[config.mk]
export PLATFORM = sky130hd
export DESIGN_NAME = gf2n_power_sbox_iter_flat
export DESIGN_NICKNAME = d
export VERILOG_FILES = /design/src/rtl/gf2n_power_sbox_iter_if.sv /design/src/rtl/gf2n_power_sbox_iter.sv /design/src/flat_wrapper.sv
export SDC_FILE = /design/constraint.sdc
export NUM_CORES = 1
export LEC_CHECK = 0
export CAP_MARGIN = 20
export CORE_UTILIZATION = 55
export DETAILED_ROUTE_END_ITERATION = 7
export GPL_TIMING_DRIVEN = 0
export PLACE_DENSITY = 0.77
export REMOVE_ABC_BUFFERS = 1
export SLEW_MARGIN = 25
export SYNTH_ARGS = -nofsm -noshare
export SYNTH_HDL_FRONTEND = slang
export SYNTH_SLANG_ARGS = --single-unit
[constraint.sdc]
create_clock -name clk -period 3.1 [get_ports clk]
set_input_delay 0.31 -clock clk [delete_from_list [all_inputs] [get_ports clk]]
set_output_delay 0.31 -clock clk [all_outputs]
set_load 0.1 [all_outputs]
[src/rtl/gf2n_power_sbox_iter_if.sv]
// Valid/ready bundle for the iterative GF(2^N) power-map S-box.
// The master drives x/in_valid/out_ready; the slave returns y and status.
interface gf2n_power_sbox_iter_if #(
  parameter int N = 6
);
  logic         in_valid;
  logic         in_ready;
  logic [N-1:0] x;
  logic         out_valid;
  logic         out_ready;
  logic [N-1:0] y;
  logic         busy;

  modport master (
    output in_valid, x, out_ready,
    input  in_ready, out_valid, y, busy
  );

  modport slave (
    input  in_valid, x, out_ready,
    output in_ready, out_valid, y, busy
  );
endinterface

[src/rtl/gf2n_power_sbox_iter.sv]
// Iterative power-map S-box y = x^EXP ^ {N{^(x & MASK)}} over GF(2^N).
// Left-to-right square-and-multiply, one exponent bit per clock.
module gf2n_power_sbox_iter #(
  parameter int          N    = 6,
  parameter logic [N:0]  POLY = 7'b1000011,
  parameter int unsigned EXP  = 52,
  parameter logic [N-1:0] MASK = 6'b010100
) (
  input logic clk,
  input logic rst,
  gf2n_power_sbox_iter_if.slave bus
);

  localparam int CW = (N > 1) ? $clog2(N) : 1;
  localparam logic [N-1:0] EXP_BITS = EXP[N-1:0];

  if (POLY[N] != 1'b1) begin : g_poly_chk
    $fatal(1, "POLY must have bit N set");
  end
  if (EXP >= 2**N) begin : g_exp_chk
    $fatal(1, "EXP must be below 2^N");
  end

  typedef enum logic [1:0] {IDLE, RUN, DONE} state_t;

  state_t         state, state_n;
  logic [N-1:0]   x_reg, acc, y_reg;
  logic [CW-1:0]  cnt;
  logic           par;
  logic [N-1:0]   sq, sq_x, acc_next;

  // Carry-less product followed by reduction from the top bit down.
  function automatic logic [N-1:0] gf_mul(input logic [N-1:0] a, input logic [N-1:0] b);
    logic [2*N-2:0] p;
    p = '0;
    for (int i = 0; i < N; i++)
      if (b[i]) p = p ^ ({{(N-1){1'b0}}, a} << i);
    for (int i = 2*N-2; i >= N; i--)
      if (p[i]) p = p ^ ({{(N-2){1'b0}}, POLY} << (i - N));
    return p[N-1:0];
  endfunction

  always_comb begin
    sq       = gf_mul(acc, acc);
    sq_x     = gf_mul(sq, x_reg);
    acc_next = EXP_BITS[cnt] ? sq_x : sq;
  end

  always_ff @(posedge clk) begin
    if (rst) state <= IDLE;
    else     state <= state_n;
  end

  always_comb begin
    state_n = state;
    unique case (state)
      IDLE: if (bus.in_valid)     state_n = RUN;
      RUN:  if (cnt == '0)        state_n = DONE;
      DONE: if (bus.out_ready)    state_n = IDLE;
      default:                    state_n = IDLE;
    endcase
  end

  always_ff @(posedge clk) begin
    if (rst) begin
      x_reg <= '0;
      acc   <= '0;
      cnt   <= '0;
      par   <= 1'b0;
      y_reg <= '0;
    end else begin
      unique case (state)
        IDLE: if (bus.in_valid) begin
          x_reg <= bus.x;
          acc   <= {{(N-1){1'b0}}, 1'b1};
          cnt   <= CW'(N-1);
          par   <= ^(bus.x & MASK);
        end
        RUN: begin
          acc <= acc_next;
          cnt <= cnt - 1'b1;
          if (cnt == '0) y_reg <= acc_next ^ {N{par}};
        end
        default: ;
      endcase
    end
  end

  assign bus.in_ready  = (state == IDLE);
  assign bus.out_valid = (state == DONE);
  assign bus.busy      = (state != IDLE);
  assign bus.y         = y_reg;

endmodule

[src/flat_wrapper.sv]
// flat-port wrapper written by rule: the top's interface ports become plain ports
module gf2n_power_sbox_iter_flat 
#(
  parameter int          N    = 6,
  parameter logic [N:0]  POLY = 7'b1000011,
  parameter int unsigned EXP  = 52,
  parameter logic [N-1:0] MASK = 6'b010100
)
  (clk, rst, bus_in_valid, bus_x, bus_out_ready, bus_in_ready, bus_out_valid, bus_y, bus_busy);
  gf2n_power_sbox_iter_if #(.N(N)) bus_i ();
  input logic clk;
  input logic rst;
  input wire logic [$bits(bus_i.in_valid)-1:0] bus_in_valid;
  input wire logic [$bits(bus_i.x)-1:0] bus_x;
  input wire logic [$bits(bus_i.out_ready)-1:0] bus_out_ready;
  output wire logic [$bits(bus_i.in_ready)-1:0] bus_in_ready;
  output wire logic [$bits(bus_i.out_valid)-1:0] bus_out_valid;
  output wire logic [$bits(bus_i.y)-1:0] bus_y;
  output wire logic [$bits(bus_i.busy)-1:0] bus_busy;
  assign bus_i.in_valid = bus_in_valid;
  assign bus_i.x = bus_x;
  assign bus_i.out_ready = bus_out_ready;
  assign bus_in_ready = bus_i.in_ready;
  assign bus_out_valid = bus_i.out_valid;
  assign bus_y = bus_i.y;
  assign bus_busy = bus_i.busy;
  gf2n_power_sbox_iter #(.N(N), .POLY(POLY), .EXP(EXP), .MASK(MASK)) u_core (.clk(clk), .rst(rst), .bus(bus_i));
endmodule
==> impl_metrics.env, run 1 <==
export IMPL_placed_cell_area_um2=2110
export IMPL_status="completed"
export IMPL_synthArstFlopShare=0
export IMPL_max_stage_delay_ns=0.74
export IMPL_final_setup_tns_ns=0
export IMPL_h_tree_depth=1
export IMPL_drt_iter0_drc=136
export IMPL_synth_area_leaders="dfxtp_1, nand2_1, xnor3_1"
export IMPL_grt_max_degree=30
export IMPL_path_class="reg -> reg"
export IMPL_netlist_area_um2=1970
export IMPL_synth_warnings=0
export IMPL_postCtsSetupBuffers=0
export IMPL_fillCellCount=312
export IMPL_maxCapViolations=0
export IMPL_synth_compound_area_frac=0.200
export IMPL_die_h_um=61.8
export IMPL_clock_skew_ns=0.0158
export IMPL_finalWirelength_mm=4.10
export IMPL_cts_tree="yes"
export IMPL_required_ns=3.40
export IMPL_synth_top_family_by_area="simple AND/OR/NAND/NOR gates"
export IMPL_grt_pass1_wl_mm=6.32
export IMPL_critical_path_peak_fanout=19
export IMPL_layout_nets=267
export IMPL_min_to="u_core.x_reg[1]"
export IMPL_whs_path_depth=3
export IMPL_ys_types=47
export IMPL_peakVddDrop_v=0.000333
export IMPL_holdCritStartpoint="bus_x[1]"
export IMPL_drive_above_1_share=0.0591
export IMPL_syn_inst=255
export IMPL_grt_usage=0.226
export IMPL_start_kind="flip-flop"
export IMPL_fin_crit_sh=0.873
export IMPL_hold_path_class="in -> reg"
export IMPL_viasPerCell=5.83
export IMPL_wl_per_cell_um=13.7
export IMPL_timing_rr_end="u_core.bus.y[1]"
export IMPL_numCtsBuffers=3
export IMPL_via_count=1749
export IMPL_rsz0062_at_grt="no"
export IMPL_yosysTopAreaCell="dfxtp_1"
export IMPL_core_rowCount=21
export IMPL_diodes=0
export IMPL_reg2reg_depth=7
export IMPL_ys_ff_latch=25
export IMPL_synthSimpleGateAreaFrac=0.279
export IMPL_core_area_um2=3390
export IMPL_die_area_um2=3820
export IMPL_synth_edf_count=0
export IMPL_p_per_area_nw_per_um2=418
export IMPL_ys_top_cells_by_count="nand2_1, dfxtp_1, a21oi_1"
export IMPL_slew_headroom=0.347
export IMPL_port_buffers=18
export IMPL_cts_hold_buf=0
export IMPL_grt_overflow_total=0
export IMPL_synth_yosys_seq_area_share=0.254
export IMPL_slew_violations=0
export IMPL_endpoint_kind="flip-flop"
export IMPL_cp_arrival_ns=3.00
export IMPL_r2r_setup_slack_ns=0.39
export IMPL_setup_violations=0
export IMPL_muxShareOfSynthArea=0.0381
export IMPL_clock_latency_ns=0.34
export IMPL_grt_pass1_vias=1391
export IMPL_die_w_um=61.8
export IMPL_area_growth_pct=8.58
export IMPL_path_clk_slew_ns=0.15
export IMPL_routabilityCongestion=0.857
export IMPL_hold_viol_final=0
export IMPL_initial_core_util=0.581
export IMPL_final_area_um2=2140
export IMPL_leakage_nw=0.808
export IMPL_ys_flop_type="dfxtp_1"
export IMPL_post_dp_hpwl_mm=2.92
export IMPL_fmax_mhz=369
export IMPL_ant_nets=0
export IMPL_r2r_start="u_core.acc[4]"
export IMPL_grt_antenna_before_repair=0
export IMPL_cts_buffer_depth=2
export IMPL_io_pins=19
export IMPL_clock_sinks=25
export IMPL_synthXorXnorAreaFrac=0.152
export IMPL_yosys_area_top_type_share=0.254
export IMPL_avgSynthCellArea_um2=7.72
export IMPL_path_cells="and2_4, xnor3_1, xnor3_2, xor2_1, xnor2_1, a2111o_1, nand3_1"
export IMPL_post_cts_resized=0
export IMPL_first_pass_iters=4
export IMPL_period_needed_ns=2.71
export IMPL_drc=0
export IMPL_clock_root_buffer="clkbuf_4"
export IMPL_synthAdderAreaFrac=0.0127
export IMPL_cpMaxStageDelayCell="dfxtp_1"
export IMPL_worstMarginPinSlew_ns=0.976
export IMPL_yosysMostFrequentCell="nand2_1"
-- report_power, final --
part | leakage [nW] | switching [W] | internal, W
sequential | 0.205 | 0.0000639 | 0.000352
combinational | 0.589 | 0.000209 | 0.000114
clock | 0.0139 | 0.000105 | 0.0000495
total | 0.808 | 0.000379 | 0.000515
-- placed cells by master (no fill, tap or decap), types with 2 or more instances in the layout --
master,synthesis,layout
a2111o_1,2,2
a211o_1,2,2
a211oi_1,5,5
a21oi_1,24,24
a22oi_1,6,6
a31oi_1,2,2
clkbuf_4,0,3
clkdlybuf4s50_1,0,18
dfxtp_1,25,25
ha_1,2,2
inv_1,7,7
mux2_2,4,4
mux2i_1,3,3
nand2_1,36,36
nand2b_1,9,9
nand3_1,11,11
nand3b_1,6,6
nand4_1,2,2
nor2_1,15,15
nor2b_1,6,6
nor3_1,5,5
nor3b_1,5,5
o211ai_1,2,2
o21a_1,2,2
o21ai_0,8,8
or2_2,3,3
or3_1,2,2
xnor2_1,10,10
xnor3_1,6,6
xor2_1,6,6
-- cell families (layout without fill, tap and decap cells) --
kind of cell | after synthesis | in the layout
DFF | 25 | 25
buffers and inverters | 30 | 29
and+or+nand+nor | 107 | 107
muxes | 7 | 7
AOI/OAI and AO/OA | 61 | 61
adders and majority gates | 2 | 2
xor gates and xnor gates | 23 | 23
-- per-layer routing --
layer  share of wire  vias up  global-route usage
met5               0        -                   0
met4          0.0098        0              0.0571
met3           0.041        4              0.0373
li1                -      890                   -
met1            0.48      820               0.300
met2            0.46       35               0.382
-- metrics by stage --
stage	util	total power [W]	hold slack, ns	cells	setup WS, ns
4_1_cts	0.630	0.000894	0.513	300	0.404
3_3_place_gp	0.622	0.000738	0.489	296	0.431
2_1_floorplan	-	0.000652	0.379	232	0.182
6_report	0.630	0.000894	0.510	300	0.393
3_5_place_dp	0.622	0.000743	0.493	296	0.408
5_1_grt	0.630	0.000943	0.547	300	0.185
-- worst max-delay path, delay by kind of cell (launching register included) --
kind / cells / cell delay [ns]
XOR/XNOR: 4 / 1.18
flip-flops: 1 / 0.74
AND/OR/NAND/NOR: 2 / 0.31
AO/OA/AOI/OAI: 1 / 0.43
-- worst max path at each step --
stage,startpoint,to,slack [ns],cells after the start
after floorplan,u_core.state[0],bus_busy,0.18,2
after global placement,u_core.acc[4],u_core.bus.y[1],0.43,7
after detailed placement,u_core.acc[4],u_core.bus.y[1],0.41,7
after CTS,u_core.acc[4],u_core.bus.y[1],0.40,7
after global routing,u_core.acc[4],u_core.acc[1],0.19,7
final,u_core.acc[4],u_core.bus.y[1],0.39,7
-- cell type report --
cell class                      instances  area (um^2)  area share
Timing Repair Buffer                   18          180      0.0843
Sequential cell                        25          500       0.234
Tap cell                               46         57.6      0.0269
Clock inverter                          1         7.51     0.00351
Multi-Input combinational cell        200         1340       0.628
Inverter                                7         26.3      0.0123
Clock buffer                            3         22.5      0.0105
No activity file was read; power rests on OpenSTA's default activity.
==> run 2: changes to the inputs <==
SKIP_LAST_GASP = 1   (was unset)
==> results of run 2 <==
Same layout as run 1: the final DEF is identical, and so are final timing and power.
==> run 3: changes to the inputs <==
CORE_MARGIN = 1   (was unset)
SETUP_SLACK_MARGIN = 0.5   (was unset)
==> run 3 against run 2 <==
Compared with the run above: count of clock-buffer cells in the layout stayed put; worst hold slack worse by 0.0065 ns; design area is 0.47% higher; power hardly changed; sequential cell count stayed put; register-to-register slack better by 0.28 ns; global-route usage stayed put; combinational power hardly changed; die area stayed put; sequential share of layout area is 0.36 points higher; setup slack better by 0.28 ns; largest power group unchanged; highest routed layer unchanged.
==> impl_metrics.env, run 3 (same netlist as run 1, synthesis figures left out) <==
export IMPL_status="completed"
export IMPL_reg2reg_depth=7
export IMPL_whs_path_depth=3
export IMPL_r2r_start="u_core.x_reg[3]"
export IMPL_layout_nets=267
export IMPL_cts_tree="yes"
export IMPL_clock_sinks=25
export IMPL_finalWirelength_mm=4.11
export IMPL_core_area_um2=3390
export IMPL_hold_path_class="in -> reg"
export IMPL_core_rowCount=21
export IMPL_dpl_cell_count=296
export IMPL_path_cells="and2_4, xnor3_1, xnor3_2, xor2_1, xnor2_1, a2111o_1, nand3_1"
export IMPL_final_setup_tns_ns=0
export IMPL_path_clk_slew_ns=0.15
export IMPL_viasPerCell=5.83
export IMPL_first_pass_iters=4
export IMPL_drc=0
export IMPL_die_w_um=61.8
export IMPL_slew_headroom=0.346
export IMPL_port_buffers=18
export IMPL_routabilityCongestion=0.857
export IMPL_grt_pass1_wl_mm=6.32
export IMPL_drive_above_1_share=0.0827
export IMPL_holdCritStartpoint="bus_x[5]"
export IMPL_maxCapViolations=0
export IMPL_leakage_nw=0.811
export IMPL_die_h_um=61.8
export IMPL_die_area_um2=3820
export IMPL_setup_violations=0
export IMPL_numCtsBuffers=3
export IMPL_postCtsSetupBuffers=0
export IMPL_start_kind="flip-flop"
export IMPL_required_ns=3.40
export IMPL_initial_core_util=0.581
export IMPL_clock_skew_ns=0.0161
export IMPL_p_per_area_nw_per_um2=417
export IMPL_diodes=0
export IMPL_grt_usage=0.226
export IMPL_cpMaxStageDelayCell="dfxtp_2"
export IMPL_io_pins=19
export IMPL_area_growth_pct=9.09
export IMPL_grt_antenna_before_repair=0
export IMPL_final_common_cell="nand2_1"
export IMPL_placed_cell_area_um2=2110
export IMPL_path_class="reg -> reg"
export IMPL_drt_iter0_drc=127
export IMPL_critical_path_peak_fanout=14
export IMPL_wl_per_cell_um=13.7
export IMPL_clock_latency_ns=0.34
export IMPL_ant_nets=0
export IMPL_layout_common_cells="nand2_1, a21oi_1, dfxtp_1, clkdlybuf4s50_1, nor2_1"
export IMPL_r2r_setup_slack_ns=0.67
export IMPL_final_area_um2=2150
export IMPL_power_total_w=0.000894
export IMPL_hold_viol_final=0
export IMPL_timing_rr_end="u_core.bus.y[1]"
export IMPL_peakVddDrop_v=0.000333
export IMPL_layout_cells_non_filler=300
export IMPL_grt_overflow_total=0
export IMPL_post_dp_hpwl_mm=2.92
export IMPL_critPathTopFamily="XOR/XNOR gates"
export IMPL_slew_violations=0
export IMPL_period_needed_ns=2.43
export IMPL_post_route_util=0.633
export IMPL_cp_arrival_ns=2.72
export IMPL_fin_crit_sh=0.783
export IMPL_fmax_mhz=412
export IMPL_h_tree_depth=1
export IMPL_endpoint_kind="flip-flop"
export IMPL_rsz0062_at_grt="no"
export IMPL_fillCellCount=314
export IMPL_worstMarginPinSlew_ns=0.978
export IMPL_grt_pass1_vias=1391
export IMPL_via_count=1748
export IMPL_clock_root_buffer="clkbuf_4"
export IMPL_grt_max_degree=30
export IMPL_cts_buffer_depth=2
export IMPL_max_stage_delay_ns=0.51
export IMPL_min_to="u_core.x_reg[5]"
export IMPL_critPathBufInv=0
## run 3: worst register-to-register path: stages, from the launching register on
cell,delay (ns)
dfxtp_2,0.51
and2_4,0.20
xnor3_1,0.39
xnor3_2,0.42
xor2_1,0.19
xnor2_1,0.18
a2111o_1,0.44
nand3_1,0.06
## run 3: how the worst max path moves through the flow
stage	from	to	slack, ns	cells past startpoint
2_1_floorplan	u_core.state[0]	bus_busy	0.18	2
3_3_place_gp	u_core.acc[4]	u_core.bus.y[1]	0.43	7
3_5_place_dp	u_core.acc[4]	u_core.bus.y[1]	0.41	7
4_1_cts	u_core.x_reg[5]	u_core.bus.y[1]	0.54	7
5_1_grt	u_core.x_reg[3]	u_core.acc[1]	0.50	7
6_report	u_core.x_reg[3]	u_core.bus.y[1]	0.67	7
## run 3: layout make-up
class,count,area (um^2),area share
clock inverters,1,7.51,0.00350
inverters,7,26.3,0.0122
well taps,46,57.6,0.0268
flip-flops and latches,25,510,0.238
repair buffers,18,180,0.0839
multi-input cells,200,1340,0.625
clock buffers,3,22.5,0.0105
## run 3: report_power, final
group	leakage [nW]	switching (W)	internal, W
combinational	0.589	0.000210	0.000114
sequential	0.208	0.0000636	0.000352
clock	0.0139	0.000106	0.0000495
## run 3: what timing repair did
action,in CTS,in global routing
cloned,0,0
pin swaps,0,0
hold buffers,0,0
hold endpoints to repair,0,0
gates resized for setup,2,5
endpoints found under the setup margin,3,5
## run 3: through the flow
stage               hold WS [ns]  setup WS, ns
floorplan                  0.379         0.182
global placement           0.489         0.431
detailed placement         0.493         0.408
CTS                        0.513         0.543
global route               0.541         0.501
finish                     0.504         0.672
## run 3: layer usage
metal | vias to the layer above | GRT usage | share of wire
li1 | 888 | - | -
met1 | 830 | 0.300 | 0.49
met2 | 24 | 0.382 | 0.47
met3 | 6 | 0.0373 | 0.032
met4 | 0 | 0.0571 | 0.013
met5 | - | 0 | 0
